==> config.mk <==
export PLATFORM = sky130hd
export DESIGN_NAME = fetch_unit
export DESIGN_NICKNAME = d
export VERILOG_FILES = /design/src/rtl/cpu_pkg.sv /design/src/rtl/fetch_fifo.sv /design/src/rtl/fetch_unit.sv
export SDC_FILE = /design/constraint.sdc
export NUM_CORES = 1
export LEC_CHECK = 0
export CAP_MARGIN = 40
export CORE_ASPECT_RATIO = 1.75
export CORE_MARGIN = 3
export CORE_UTILIZATION = 40
export CTS_CLUSTER_SIZE = 28
export DETAILED_ROUTE_END_ITERATION = 10
export PLACE_DENSITY = 0.63
export RECOVER_POWER = 100
export SLEW_MARGIN = 30
export SYNTH_ARGS = -nofsm -noshare
export SYNTH_HDL_FRONTEND = slang
export SYNTH_HIERARCHICAL = 1
export SYNTH_SLANG_ARGS = --single-unit
==> constraint.sdc <==
create_clock -name clk -period 2.5 [get_ports clk]
set_input_delay 0.5 -clock clk [delete_from_list [all_inputs] [get_ports clk]]
set_output_delay 0.5 -clock clk [all_outputs]
set_load 0.01 [all_outputs]
==> src/rtl/cpu_pkg.sv <==
// Shared CPU definitions used by the fetch stage and the control unit.
// Provides the instruction width, the opcode field position and the opcode encodings.
package cpu_pkg;

  localparam int unsigned INSTR_W = 16;
  localparam int unsigned OPC_W   = 4;

  typedef enum logic [OPC_W-1:0] {
    OpAdd    = 4'h0,
    OpSub    = 4'h1,
    OpAnd    = 4'h2,
    OpOr     = 4'h3,
    OpLoad   = 4'h4,
    OpStore  = 4'h5,
    OpBranch = 4'h6,
    OpHalt   = 4'hF
  } opcode_e;

  // Opcode lives in the top OPC_W bits of the instruction word.
  function automatic logic [OPC_W-1:0] instr_opcode(input logic [INSTR_W-1:0] instr);
    return instr[INSTR_W-1 -: OPC_W];
  endfunction

endpackage

==> src/rtl/fetch_fifo.sv <==
// Two-entry FIFO holding fetched {instruction, pc} records.
// Ports:
//   clk_i, rst_i     clock, synchronous active-high reset
//   push_i, wdata_i  write a record (caller guarantees no overflow)
//   pop_i            drop the head record (ignored when empty)
//   flush_i          empty the FIFO; stored data is kept so the head holds its value
//   head_o           head record, straight from a register
//   count_o          current occupancy; count_next_o is next cycle's occupancy
module fetch_fifo #(
  parameter int unsigned Width = 24
) (
  input  logic             clk_i,
  input  logic             rst_i,
  input  logic             push_i,
  input  logic             pop_i,
  input  logic             flush_i,
  input  logic [Width-1:0] wdata_i,
  output logic [Width-1:0] head_o,
  output logic [1:0]       count_o,
  output logic [1:0]       count_next_o
);

  logic [Width-1:0] mem_q [2];
  logic [Width-1:0] mem_d [2];
  logic [1:0]       count_q, count_d;
  logic             pop_ok;
  logic             wr_slot0;

  assign pop_ok   = pop_i && (count_q != 2'd0);
  // Slot 0 is always the head; a push lands just behind whatever survives the pop.
  assign wr_slot0 = (count_q == 2'd0) || ((count_q == 2'd1) && pop_ok);

  always_comb begin
    mem_d[0] = mem_q[0];
    mem_d[1] = mem_q[1];
    count_d  = count_q;
    if (flush_i) begin
      count_d = 2'd0;
    end else begin
      // Popping the last entry leaves slot 0 untouched so the head fields hold.
      if (pop_ok && (count_q == 2'd2)) mem_d[0] = mem_q[1];
      if (push_i) begin
        if (wr_slot0) mem_d[0] = wdata_i;
        else          mem_d[1] = wdata_i;
      end
      count_d = count_q + {1'b0, push_i} - {1'b0, pop_ok};
    end
  end

  always_ff @(posedge clk_i) begin
    if (rst_i) begin
      mem_q[0] <= '0;
      mem_q[1] <= '0;
      count_q  <= 2'd0;
    end else begin
      mem_q[0] <= mem_d[0];
      mem_q[1] <= mem_d[1];
      count_q  <= count_d;
    end
  end

  assign head_o       = mem_q[0];
  assign count_o      = count_q;
  assign count_next_o = count_d;

endmodule

==> src/rtl/fetch_unit.sv <==
// Instruction fetch stage: owns the PC, issues word reads to a variable-latency
// instruction memory, buffers responses in a 2-entry FIFO and hands them to decode.
// Ports:
//   clk, rst                       clock, synchronous active-high reset
//   imem_req/addr/gnt              request channel (issued on req & gnt)
//   imem_rvalid/rdata              in-order response channel
//   br_taken, br_target            redirect: flush, drop in-flight data, restart at target
//   id_valid/ready/instr/opcode/pc head-of-buffer handshake towards decode/control
//   halted                         fetch stopped after a HALT_OP instruction was buffered
module fetch_unit
  import cpu_pkg::*;
#(
  parameter int unsigned     PC_W     = 8,
  parameter int unsigned     INSTR_W  = cpu_pkg::INSTR_W,
  parameter logic [PC_W-1:0] RESET_PC = '0,
  parameter logic [3:0]      HALT_OP  = OpHalt
) (
  input  logic               clk,
  input  logic               rst,
  output logic               imem_req,
  output logic [PC_W-1:0]    imem_addr,
  input  logic               imem_gnt,
  input  logic               imem_rvalid,
  input  logic [INSTR_W-1:0] imem_rdata,
  input  logic               br_taken,
  input  logic [PC_W-1:0]    br_target,
  output logic               id_valid,
  input  logic               id_ready,
  output logic [INSTR_W-1:0] id_instr,
  output logic [3:0]         id_opcode,
  output logic [PC_W-1:0]    id_pc,
  output logic               halted
);

  localparam int unsigned EntW = INSTR_W + PC_W;

  localparam logic [0:0] StRun    = 1'b0;
  localparam logic [0:0] StHalted = 1'b1;

  logic [0:0]      state_q, state_d;
  logic [PC_W-1:0] pc_q, pc_d;
  logic            req_q, req_d;
  logic [1:0]      out_q, out_d;     // requests issued but not yet answered
  logic [1:0]      drop_q, drop_d;   // in-flight responses still to be thrown away
  logic [PC_W-1:0] aq_q [2];         // addresses of in-flight requests, head at [0]
  logic [PC_W-1:0] aq_d [2];
  logic            issue, push, pop;
  logic [1:0]      fifo_cnt, fifo_cnt_next;
  logic [EntW-1:0] head;

  // The registered request is masked during a redirect so it can never be granted
  // in the same cycle the PC is being replaced.
  assign imem_req  = req_q & ~br_taken;
  assign imem_addr = pc_q;
  assign issue     = imem_req & imem_gnt;
  assign push      = imem_rvalid & (drop_q == 2'd0) & ~br_taken;
  assign pop       = id_valid & id_ready;

  fetch_fifo #(
    .Width(EntW)
  ) u_fifo (
    .clk_i       (clk),
    .rst_i       (rst),
    .push_i      (push),
    .pop_i       (pop),
    .flush_i     (br_taken),
    .wdata_i     ({imem_rdata, aq_q[0]}),
    .head_o      (head),
    .count_o     (fifo_cnt),
    .count_next_o(fifo_cnt_next)
  );

  assign id_valid  = (fifo_cnt != 2'd0);
  assign id_instr  = head[EntW-1 -: INSTR_W];
  assign id_opcode = head[EntW-1 -: OPC_W];
  assign id_pc     = head[PC_W-1:0];
  assign halted    = (state_q == StHalted);

  always_comb begin
    pc_d    = pc_q;
    state_d = state_q;
    aq_d[0] = aq_q[0];
    aq_d[1] = aq_q[1];
    drop_d  = drop_q;
    out_d   = out_q + {1'b0, issue} - {1'b0, imem_rvalid};

    if (imem_rvalid) begin
      aq_d[0] = aq_q[1];
      if (drop_q != 2'd0) drop_d = drop_q - 2'd1;
    end

    if (issue) begin
      pc_d = pc_q + PC_W'(1);
      if ((out_q == 2'd0) || ((out_q == 2'd1) && imem_rvalid)) aq_d[0] = pc_q;
      else                                                      aq_d[1] = pc_q;
    end

    if (push && (imem_rdata[INSTR_W-1 -: OPC_W] == HALT_OP)) state_d = StHalted;

    // Every response still outstanding after this cycle belongs to the old path.
    if (br_taken) begin
      pc_d    = br_target;
      state_d = StRun;
      drop_d  = out_d;
    end

    // Credit uses next-cycle occupancy so the registered request is always legal.
    req_d = (state_d == StRun) && !br_taken &&
            (({1'b0, fifo_cnt_next} + {1'b0, out_d}) < 3'd2);
  end

  always_ff @(posedge clk) begin
    if (rst) begin
      state_q <= StRun;
      pc_q    <= RESET_PC;
      req_q   <= 1'b0;
      out_q   <= 2'd0;
      drop_q  <= 2'd0;
      aq_q[0] <= '0;
      aq_q[1] <= '0;
    end else begin
      state_q <= state_d;
      pc_q    <= pc_d;
      req_q   <= req_d;
      out_q   <= out_d;
      drop_q  <= drop_d;
      aq_q[0] <= aq_d[0];
      aq_q[1] <= aq_d[1];
    end
  end

endmodule

Word-level counts from Yosys, hierarchy flattened
Memories as Yosys holds them, arrays and structs flattened.
Index checks and enable logic that the tools add are counted.
- register bits after elaboration: 16
- bits in latches: 0
- memory bits (writable): 64
- ROM bits: 0
- bits of input ports: 30
- output and inout port bits: 39
- logic and storage cells: 74
- memories: 2
- add/sub/neg operators: 7
- multiply operators: 0
- div/mod/pow operators: 0
- $lt $le $gt $ge: 1
- eq/ne operators: 4
- shift operators: 0
- multiplexer cells: 24
- bitwise gates (word level): 11
- reductions and logical operators: 19
- memory list (name ; depth ; bits a word ; rd ports ; clocked after memory_dff ; write ports ; line ; RTL):
    u_fifo.mem_q ; 2 ; 24 ; 2 ; 0 ; 2 ; fetch_fifo.sv:23 ; logic [Width-1:0] mem_q [2];
    aq_q ; 2 ; 8 ; 2 ; 0 ; 2 ; fetch_unit.sv:45 ; logic [PC_W-1:0] aq_q [2];
- operator list (cell ; count):
    $mux 24 ; 5
    $mux 48 ; 2
    $mux 8 ; 7
    $mux 16 ; 1
    $reduce_bool 2->1 ; 5
    $add 8x1->8 const B ; 1
    $mux 2 ; 4
    $logic_and 1x1->1 ; 7
    $logic_not 2->1 ; 3
    $and 1x1->1 ; 5
    $mux 1 ; 5
    $add 2x1->2 ; 2
    $eq 2x1->1 const B ; 2
    $eq 4x4->1 const B ; 1
    $or 1x1->1 ; 4
    $sub 2x1->2 ; 2
    $add 2x2->3 ; 1
    $lt 3x2->1 const B ; 1
    $eq 2x2->1 const B ; 1
    $logic_or 1x1->1 ; 2
    $not 1->1 ; 2
    $reduce_and 2->1 ; 1
    $sub 2x1->2 const B ; 1
    $logic_not 1->1 ; 1

Depth between registers and ports, before layout
Gate-level depths: netlist of run 1.
- word-level depth: 9
- gate-level depth with buffers: 10
- mapped depth without buffers: 10

By module
The synthesis of run 1 kept the hierarchy.
- modules (own cells, without submodules) (module ; instances ; cells an instance ; area each (µm²) ; seq. area each (µm²)):
    fetch_fifo ; 1 ; 259 ; 2513.7 ; 1001.0
    fetch_unit ; 1 ; 161 ; 1505.2 ; 600.6

Worst setup path after synthesis of run 1
No wires, ideal clock.
- kind: reg2reg
- start point: reg u_fifo.count_q[1] (netlist: u_fifo/count_o[1])
- end point: reg req_q
- setup time: 96 ps
- arrival: 2421 ps
- required time: 2404 ps
- path slack: -17 ps
- cell stages (with the launch flop): 11
- path buffers: 0
- period minus slack after synthesis: 2517 ps
- cell sequence: dfxtp_1 > or2_2 > and2_1 > o21a_1 > ha_1 > inv_1 > ha_1 > nor2b_1 > and2_1 > fa_1 > nor4b_1
- word-level cells in the longest chain between the ends: 8
- elaborated cells on any way between the ends: 9
- classes of those cells: add/sub: 3; order compare: 1; mux: 1; bitwise: 1; reduce/logical: 3
- RTL lines (item ; line ; RTL):
    start: declaration ; fetch_fifo.sv:25 ; logic [1:0] count_q, count_d;
    start signal: assignment ; fetch_fifo.sv:58 ; count_q <= count_d;
    $reduce_bool 2->1 ; fetch_unit.sv:73 ; assign id_valid = (fifo_cnt != 2'd0);
    net id_valid ; fetch_unit.sv:27 ; output logic id_valid,
    $and 1x1->1 ; fetch_unit.sv:57 ; assign pop = id_valid & id_ready;
    net pop ; fetch_unit.sv:47 ; logic issue, push, pop;
    $logic_and 1x1->1 ; fetch_fifo.sv:29 ; assign pop_ok = pop_i && (count_q != 2'd0);
    $sub 2x1->2 ; fetch_fifo.sv:46 ; count_d = count_q + {1'b0, push_i} - {1'b0, pop_ok};
    $mux 2 ; fetch_fifo.sv:37 ; if (flush_i) begin
    net fifo_cnt_next[0] ; fetch_unit.sv:48 ; logic [1:0] fifo_cnt, fifo_cnt_next;
    $add 2x2->3 ; fetch_unit.sv:109 ; (({1'b0, fifo_cnt_next} + {1'b0, out_d}) < 3'd2);
    $lt 3x2->1 ; fetch_unit.sv:109 ;
    $logic_and 1x1->1 ; fetch_unit.sv:108 ; req_d = (state_d == StRun) && !br_taken &&
    end signal: assignment ; fetch_unit.sv:124 ; req_q <= req_d;
    end: declaration ; fetch_unit.sv:42 ; logic req_q, req_d;
The timed path passes the listed nets, and every way through them passes these cells.
A chain may end at the register's enable or synchronous reset.

Worst setup path in the final report of run 1
- start point: reg u_fifo.count_q[1] (netlist: u_fifo/count_o[1])
- end point: reg req_q
- word-level cells in the longest chain between the ends: 8
- elaborated cells on any way between the ends: 9
- classes of those cells: add/sub: 3; order compare: 1; mux: 1; bitwise: 1; reduce/logical: 3
- RTL lines (item ; line):
    $reduce_bool 2->1 ; fetch_unit.sv:73
    $and 1x1->1 ; fetch_unit.sv:57
    net pop ; fetch_unit.sv:47
    $logic_and 1x1->1 ; fetch_fifo.sv:29
    $sub 2x1->2 ; fetch_fifo.sv:46
    $mux 2 ; fetch_fifo.sv:37
    net fifo_cnt_next[0] ; fetch_unit.sv:48
    $add 2x2->3 ; fetch_unit.sv:109
    $lt 3x2->1 ; fetch_unit.sv:109
    $logic_and 1x1->1 ; fetch_unit.sv:108
The timed path passes the listed nets, and every way through them passes these cells.

==> results of run 1 <==
-- power breakdown --
| part | leakage, nW | total [mW] | switching, mW | internal (mW) |
|---|---|---|---|---|
| sequential | 0.653 | 1.38 | 0.0514 | 1.33 |
| combinational | 1.40 | 0.526 | 0.251 | 0.275 |
| clock | 0.137 | 1.30 | 0.508 | 0.792 |
| total | 2.19 | 3.21 | 0.811 | 2.40 |
-- kinds of logic (layout without fill, tap and decap cells) --
| group | Yosys count | in the layout | share of synthesized area [%] |
|---|---|---|---|
| buf+inv | 90 | 141 | 12.5 |
| mux | 41 | 41 | 10.3 |
| xor+xnor | 9 | 9 | 1.96 |
| flops | 80 | 80 | 39.9 |
| simple gates | 116 | 116 | 13.2 |
| compound gates | 77 | 77 | 19.8 |
| fa+ha+maj | 7 | 7 | 2.37 |
-- state kept, by name (all words and copies together) (netlist names) --
name,count
halted,1
drop_q,2
u_fifo/mem_q,48
req_q,1
u_fifo/count_o,2
aq_q,16
out_q,2
imem_addr,8
-- layer usage --
layer	vias to the layer above	share of wire [%]	wire, um
met5	-	0	0
met4	0	1.3	113
met3	6	3.9	337
met2	68	53	4560
met1	1489	42	3610
li1	1546	-	-
-- layout by cell type (no fill, tap or decap), types with 2 or more instances in the layout --
master           Yosys  final
dfxtp_1             80     79
nor2_1              50     50
mux2i_1             40     40
clkdlybuf4s50_1      0     35
nand2_1             33     33
inv_1               31     31
dlygate4sd3_1        0     29
a221oi_1            28     28
a221oi_2            20     20
buf_4               30     19
clkbuf_16            0      9
a211oi_2             8      8
xnor2_1              6      6
a21oi_1              6      6
ha_1                 6      6
nor2b_1              6      5
o21ai_0              3      4
buf_12               1      4
xor2_1               3      3
and3_1               3      3
or3_1                3      3
nand3_1              3      3
nor3_1               3      3
a311oi_1             3      3
a211oi_1             3      3
clkinvlp_4           0      3
and2_4               0      2
and3b_1              1      2
nand4_1              2      2
o21a_1               2      2
dlymetal6s2s_1       0      2
clkbuf_1            17      2
-- worst max-delay path: stages, from the launching register on --
cell     delay (ps)
dfxtp_2         320
or2_4           240
and2_4          170
o21a_1          100
ha_1            270
inv_1            40
ha_1            260
nor2b_4         130
and2_4          150
fa_1            460
nor4b_2         290
-- Yosys cell counts (all sizes together) (2+ instances only) --
cell	instances	area, um^2
a211oi	11	123
a21oi	7	46.3
a221oi	48	546
a311oi	3	26.3
and2	3	18.8
and3	3	18.8
and3b	2	18.8
buf	41	319
clkbuf	17	63.8
dfxtp	80	1600
ha	6	75.1
inv	32	120
mux2i	40	400
nand2	33	124
nand3	3	15.0
nand4	2	12.5
nor2	50	188
nor2b	6	37.5
nor3	3	15.0
o21a	2	15.0
o21ai	5	32.5
or2	2	12.5
or3	3	18.8
xnor2	6	52.6
xor2	3	26.3
-- per-stage QoR --
stage               cell area [um^2]  hold slack, ps
floorplan                       4020             459
global placement                4690             470
detailed placement              4690             474
CTS                             5010             483
global route                    5020             498
finish                          5020             481
-- layout make-up --
cell class                      instances  area, um^2  share of cell area [%]
Clock buffer                           10         239                    4.76
Inverter                               32         120                    2.39
Multi-Input combinational cell        250        1940                    38.6
Tap cell                              122         153                    3.04
Timing Repair Buffer                   94         913                    18.2
Clock inverter                          5        57.6                    1.15
Sequential cell                        80        1600                    31.9
-- repair_timing --
action | CTS | global route
pin swaps | 4 | 7
resized for setup | 2 | 6
setup endpoints to repair | 1 | 1
setup buffers | 2 | 2
-- final timing paths --
| check | startpoint | end | slack [ps] | depth (start not counted) |
|---|---|---|---|---|
| min | u_fifo/mem_q[0][17] | u_fifo/mem_q[0][17] | 480 | 2 |
| max | u_fifo/count_o[1] | req_q | -9 | 10 |
| min reg2reg | u_fifo/mem_q[0][17] | u_fifo/mem_q[0][17] | 480 | 2 |
| max reg2reg | u_fifo/count_o[1] | req_q | -9 | 10 |
==> metrics.txt, run 1 <==
root buf cell=clkbuf_16; worst vdd ir=0.515 mV; WS Path Type=register to register; Critical Path Source Type=register; nets=504; Worst Path Required=2740 ps; I/O pin count=69; clock latency on the worst-skew pair=330 ps; Longest Clk Path Bufs=2; vias in the first global route=3034; ys flop type=dfxtp_1; Tmin final=2510 ps; synthesized instance count=420; Slew Limit Headroom=52.3%; Vias=3109; die width=81.8 um; Starting Density=41.7%; H-Tree Depth=3; setup tns final=-9.31 ps; M2 GR Usage=27.7%; final period utilization=100%; status=finished with violations; DR pass1 iterations=4; cts hold-fix bufs=0; leakage=2.19 nW; async set-reset flop share out of synthesis=0%; initial DRC count=137; Post-Synthesis Cell Area=4020 um^2; final wirelength=8620 um; Ys Warns=6; syn nets=457; crit-path max FO=4; total chip power=3.21 mW; Final Hold Fails=0; Seq/Total Area, Yosys=39.9%; Die Ht=139 um; post-route ant nets=0; placer congestion estimate=0.772; dpl hpwl=5710 um; flops & latches, synth=80; Core Util, Final=52.1%; Slew Viols, Final=0; pre-CTS setup slack=-494 ps; placed insts=574; Top Usage Layer GRT=met2; largest net degree at the start of global routing=52; global route total overflow=0; Post-synth EDFFs=0; drt drc=0; Synth Area per Inst=9.57 um^2; antenna violations before repair=0; num rows=47; PD cells=639 nW/um^2; CP arrival=2750 ps; first-pass GRT wire length=14100 um; WL per Instance=14.5 um; Netlist cell types=44; RSZ-0062 raised after global routing=yes; worst slew pin tran=716 ps; Worst-path clk slew=60 ps; CTS tree=done; ant diodes=0; failing checks=negative setup slack; area delta synth->final=25.0%; GRT Total Usage=15.8%; Final Setup Violations=1; HP Class=register to register; Vias/cell=5.24; Crit. End Element=register; Layout fillers=895; Core ar.=9640 um^2; Num Clock Sinks=80; met3 usage=3.25%; fmax=399 MHz; max_cap viols=0; input/output buffers=68; Die Area=11300 um^2; share of cells above drive strength 1=17.2%; post-route insts no fill=593; GR Util met1=18.2%; final worst slack=-9.31 ps; Layout Skew=4.78 ps; CTS buffer count=9
No activity file was read; power rests on OpenSTA's default activity.
==> run 2: changes to the inputs <==
--- a/config.mk
+++ b/config.mk
@@ -6,12 +6,13 @@
 export NUM_CORES = 1
 export LEC_CHECK = 0
 export CAP_MARGIN = 40
-export CORE_ASPECT_RATIO = 1.75
+export CORE_ASPECT_RATIO = 0.7
 export CORE_MARGIN = 3
 export CORE_UTILIZATION = 40
 export CTS_CLUSTER_SIZE = 28
 export DETAILED_ROUTE_END_ITERATION = 10
-export PLACE_DENSITY = 0.63
+export HOLD_SLACK_MARGIN = 0.12
+export PLACE_DENSITY_LB_ADDON = 0.12
 export RECOVER_POWER = 100
 export SLEW_MARGIN = 30
 export SYNTH_ARGS = -nofsm -noshare
==> run 2 against run 1 <==
Effect of this change:
- first-iteration DRC count rose by 35%
- largest cell class unchanged
- cell area rose by 0.90%
- flip-flop and latch count did not move
- the flow now finishes without violations
- register-to-register slack improved by 99 ps
- power rose by 3.6%
- clock power rose by 9%
- worst setup slack improved by 60 ps
- combinational power barely moved
- sequential share of layout area fell by 0.28 points
- global-route usage rose by 1.2 points
- clock skew rose by 1.9 ps
- critical path depth did not move
==> metrics.txt, run 2 (same netlist as run 1, synthesis figures left out) <==
Hold Path End=u_fifo/mem_q[0][11] (was u_fifo/mem_q[0][17]); input/output buffers=68 (unchanged); crit-path max FO=2 (was 4); Num Clock Sinks=80 (unchanged); worst slew pin tran=626 ps (was 716 ps); Critical Path Source Type=input pin (was register); die width=126 um (was 81.8 um); Vias/cell=5.19 (was 5.24); CTS buffer count=9 (unchanged); root buf cell=clkbuf_16 (unchanged); num rows=29 (was 47); WS Path Type=input pin to register (was register to register); share of cells above drive strength 1=18.0% (was 17.2%); WL per Instance=15.2 um (was 14.5 um); multi-input logic area=1960 um^2 (was 1940 um^2); HP Start=u_fifo/mem_q[0][11] (was u_fifo/mem_q[0][17]); Worst Path Required=2750 ps (was 2740 ps); placer congestion estimate=0.751 (was 0.772); Die Area=11300 um^2 (about the same); DR pass1 iterations=4 (unchanged); Layout Skew=6.71 ps (was 4.78 ps); nets=503 (was 504); final period utilization=98.0% (was 100%); met3 usage=4.80% (was 3.25%); Vias=3091 (was 3109); vias in the first global route=3171 (was 3034); PD cells=656 nW/um^2 (was 639 nW/um^2); placed insts=578 (was 574); dpl hpwl=6070 um (was 5710 um); commonest non-fill, non-tap cell in the layout=dfxtp_1 (unchanged); antenna violations before repair=0 (unchanged); Top Usage Layer GRT=met2 (unchanged); Tmin final=2450 ps (was 2510 ps); R2R Path Start=u_fifo/count_o[1] (unchanged); Starting Density=42.8% (was 41.7%); Worst Hold Depth=2 (unchanged); status=finished clean (was finished with violations); cts hold-fix bufs=0 (unchanged); Die Ht=89.9 um (was 139 um); fmax=408 MHz (was 399 MHz); GRT Total Usage=17.0% (was 15.8%); final wirelength=9060 um (was 8620 um); setup tns final=0 ps (was -9.31 ps); Top reg by flops=u_fifo/mem_q (unchanged); placed cell area=4710 um^2 (was 4690 um^2); most frequent cells in the layout=79 x dfxtp_1, 65 x clkdlybuf4s50_1, 49 x nor2_1 (was 79 x dfxtp_1, 50 x nor2_1, 40 x mux2i_1); post-route ant nets=0 (unchanged); number of flip-flops under the largest register name=48 (unchanged); CP arrival=2700 ps (was 2750 ps); Core ar.=9400 um^2 (was 9640 um^2); setup slack, reg-to-reg=90 ps (was -9 ps); Longest Clk Path Bufs=2 (unchanged); area delta synth->final=26.1% (was 25.0%); Slew Limit Headroom=58.3% (was 52.3%); global route total overflow=0 (unchanged); Crit. End Element=register (unchanged); CTS tree=done (unchanged); M2 GR Usage=26.2% (was 27.7%); HP Class=register to register (unchanged); max_cap viols=0 (unchanged); post-route insts no fill=595 (was 593); worst vdd ir=0.450 mV (was 0.515 mV); register area=1600 um^2 (unchanged); ant diodes=0 (unchanged); Final Setup Violations=0 (was 1); Layout fillers=852 (was 895); leakage=2.11 nW (was 2.19 nW); Critical R2R Capture=req_q (unchanged); initial DRC count=185 (was 137); Final Hold Fails=0 (unchanged); RSZ-0062 raised after global routing=yes (unchanged); I/O pin count=69 (unchanged); final instance area=5070 um^2 (was 5020 um^2); largest net degree at the start of global routing=42 (was 52); GR Util met1=23.0% (was 18.2%); r2r worst-path depth=10 (unchanged); drt drc=0 (unchanged); clock latency on the worst-skew pair=340 ps (was 330 ps); Slew Viols, Final=0 (unchanged); Worst-path clk slew=60 ps (about the same); H-Tree Depth=3 (unchanged); first-pass GRT wire length=15700 um (was 14100 um)
[run 2: cell type report]
cell class                 count  share of cell area, %
multi-input combinational    250                   38.7
inverter                      32                   2.37
sequential                    80                   31.6
tap                          124                   3.06
timing repair buffer          93                   17.9
clock buffer                  11                   4.79
clock inverter                 5                   1.58
[run 2: stage by stage]
step | hold WS, ps | worst slack (ps) | total power [mW] | utilization [%]
after floorplan | 459 | 10.5 | 1.73 | -
after global placement | 472 | -421 | 1.92 | 49.8
after detailed placement | 477 | -517 | 1.93 | 50.2
after CTS | 486 | 20.6 | 3.37 | 53.8
after global routing | 510 | -13.4 | 3.49 | 53.9
final | 483 | 51.0 | 3.33 | 53.9
[run 2: routing by layer]
| metal | up-vias | share of wire (%) |
|---|---|---|
| met5 | - | 0 |
| met4 | 0 | 0.86 |
| met3 | 10 | 4.7 |
| met2 | 56 | 45 |
| met1 | 1489 | 49 |
| li1 | 1536 | - |
[run 2: how the worst max path moves through the flow]
stage	slack [ps]	start	to	cells after the start
2_1_floorplan	10	u_fifo/count_o[1]	req_q	10
3_3_place_gp	-420	imem_gnt	req_q	11
3_5_place_dp	-520	imem_gnt	req_q	11
4_1_cts	20	u_fifo/count_o[1]	req_q	10
5_1_grt	-10	imem_gnt	req_q	11
6_report	50	id_ready	req_q	10
[run 2: worst max-delay path: stages]
cell and delay (ps):
clkdlybuf4s50_1 400, and2_4 160, o21a_1 90, ha_1 260, inv_1 40, ha_1 270, nor2b_4 130, and2_4 140
fa_1 450, nor4b_2 260
[run 2: power by group]
part           switching (mW)  internal, mW
combinational           0.249         0.273
clock                   0.516         0.900
sequential             0.0550          1.33
[run 2: timing repair]
action / CTS / global route
pin swaps: 6 / 3
setup endpoints to repair: 1 / 1
gates cloned: 0 / 0
setup buffers: 0 / 1
gates resized for setup: 6 / 3
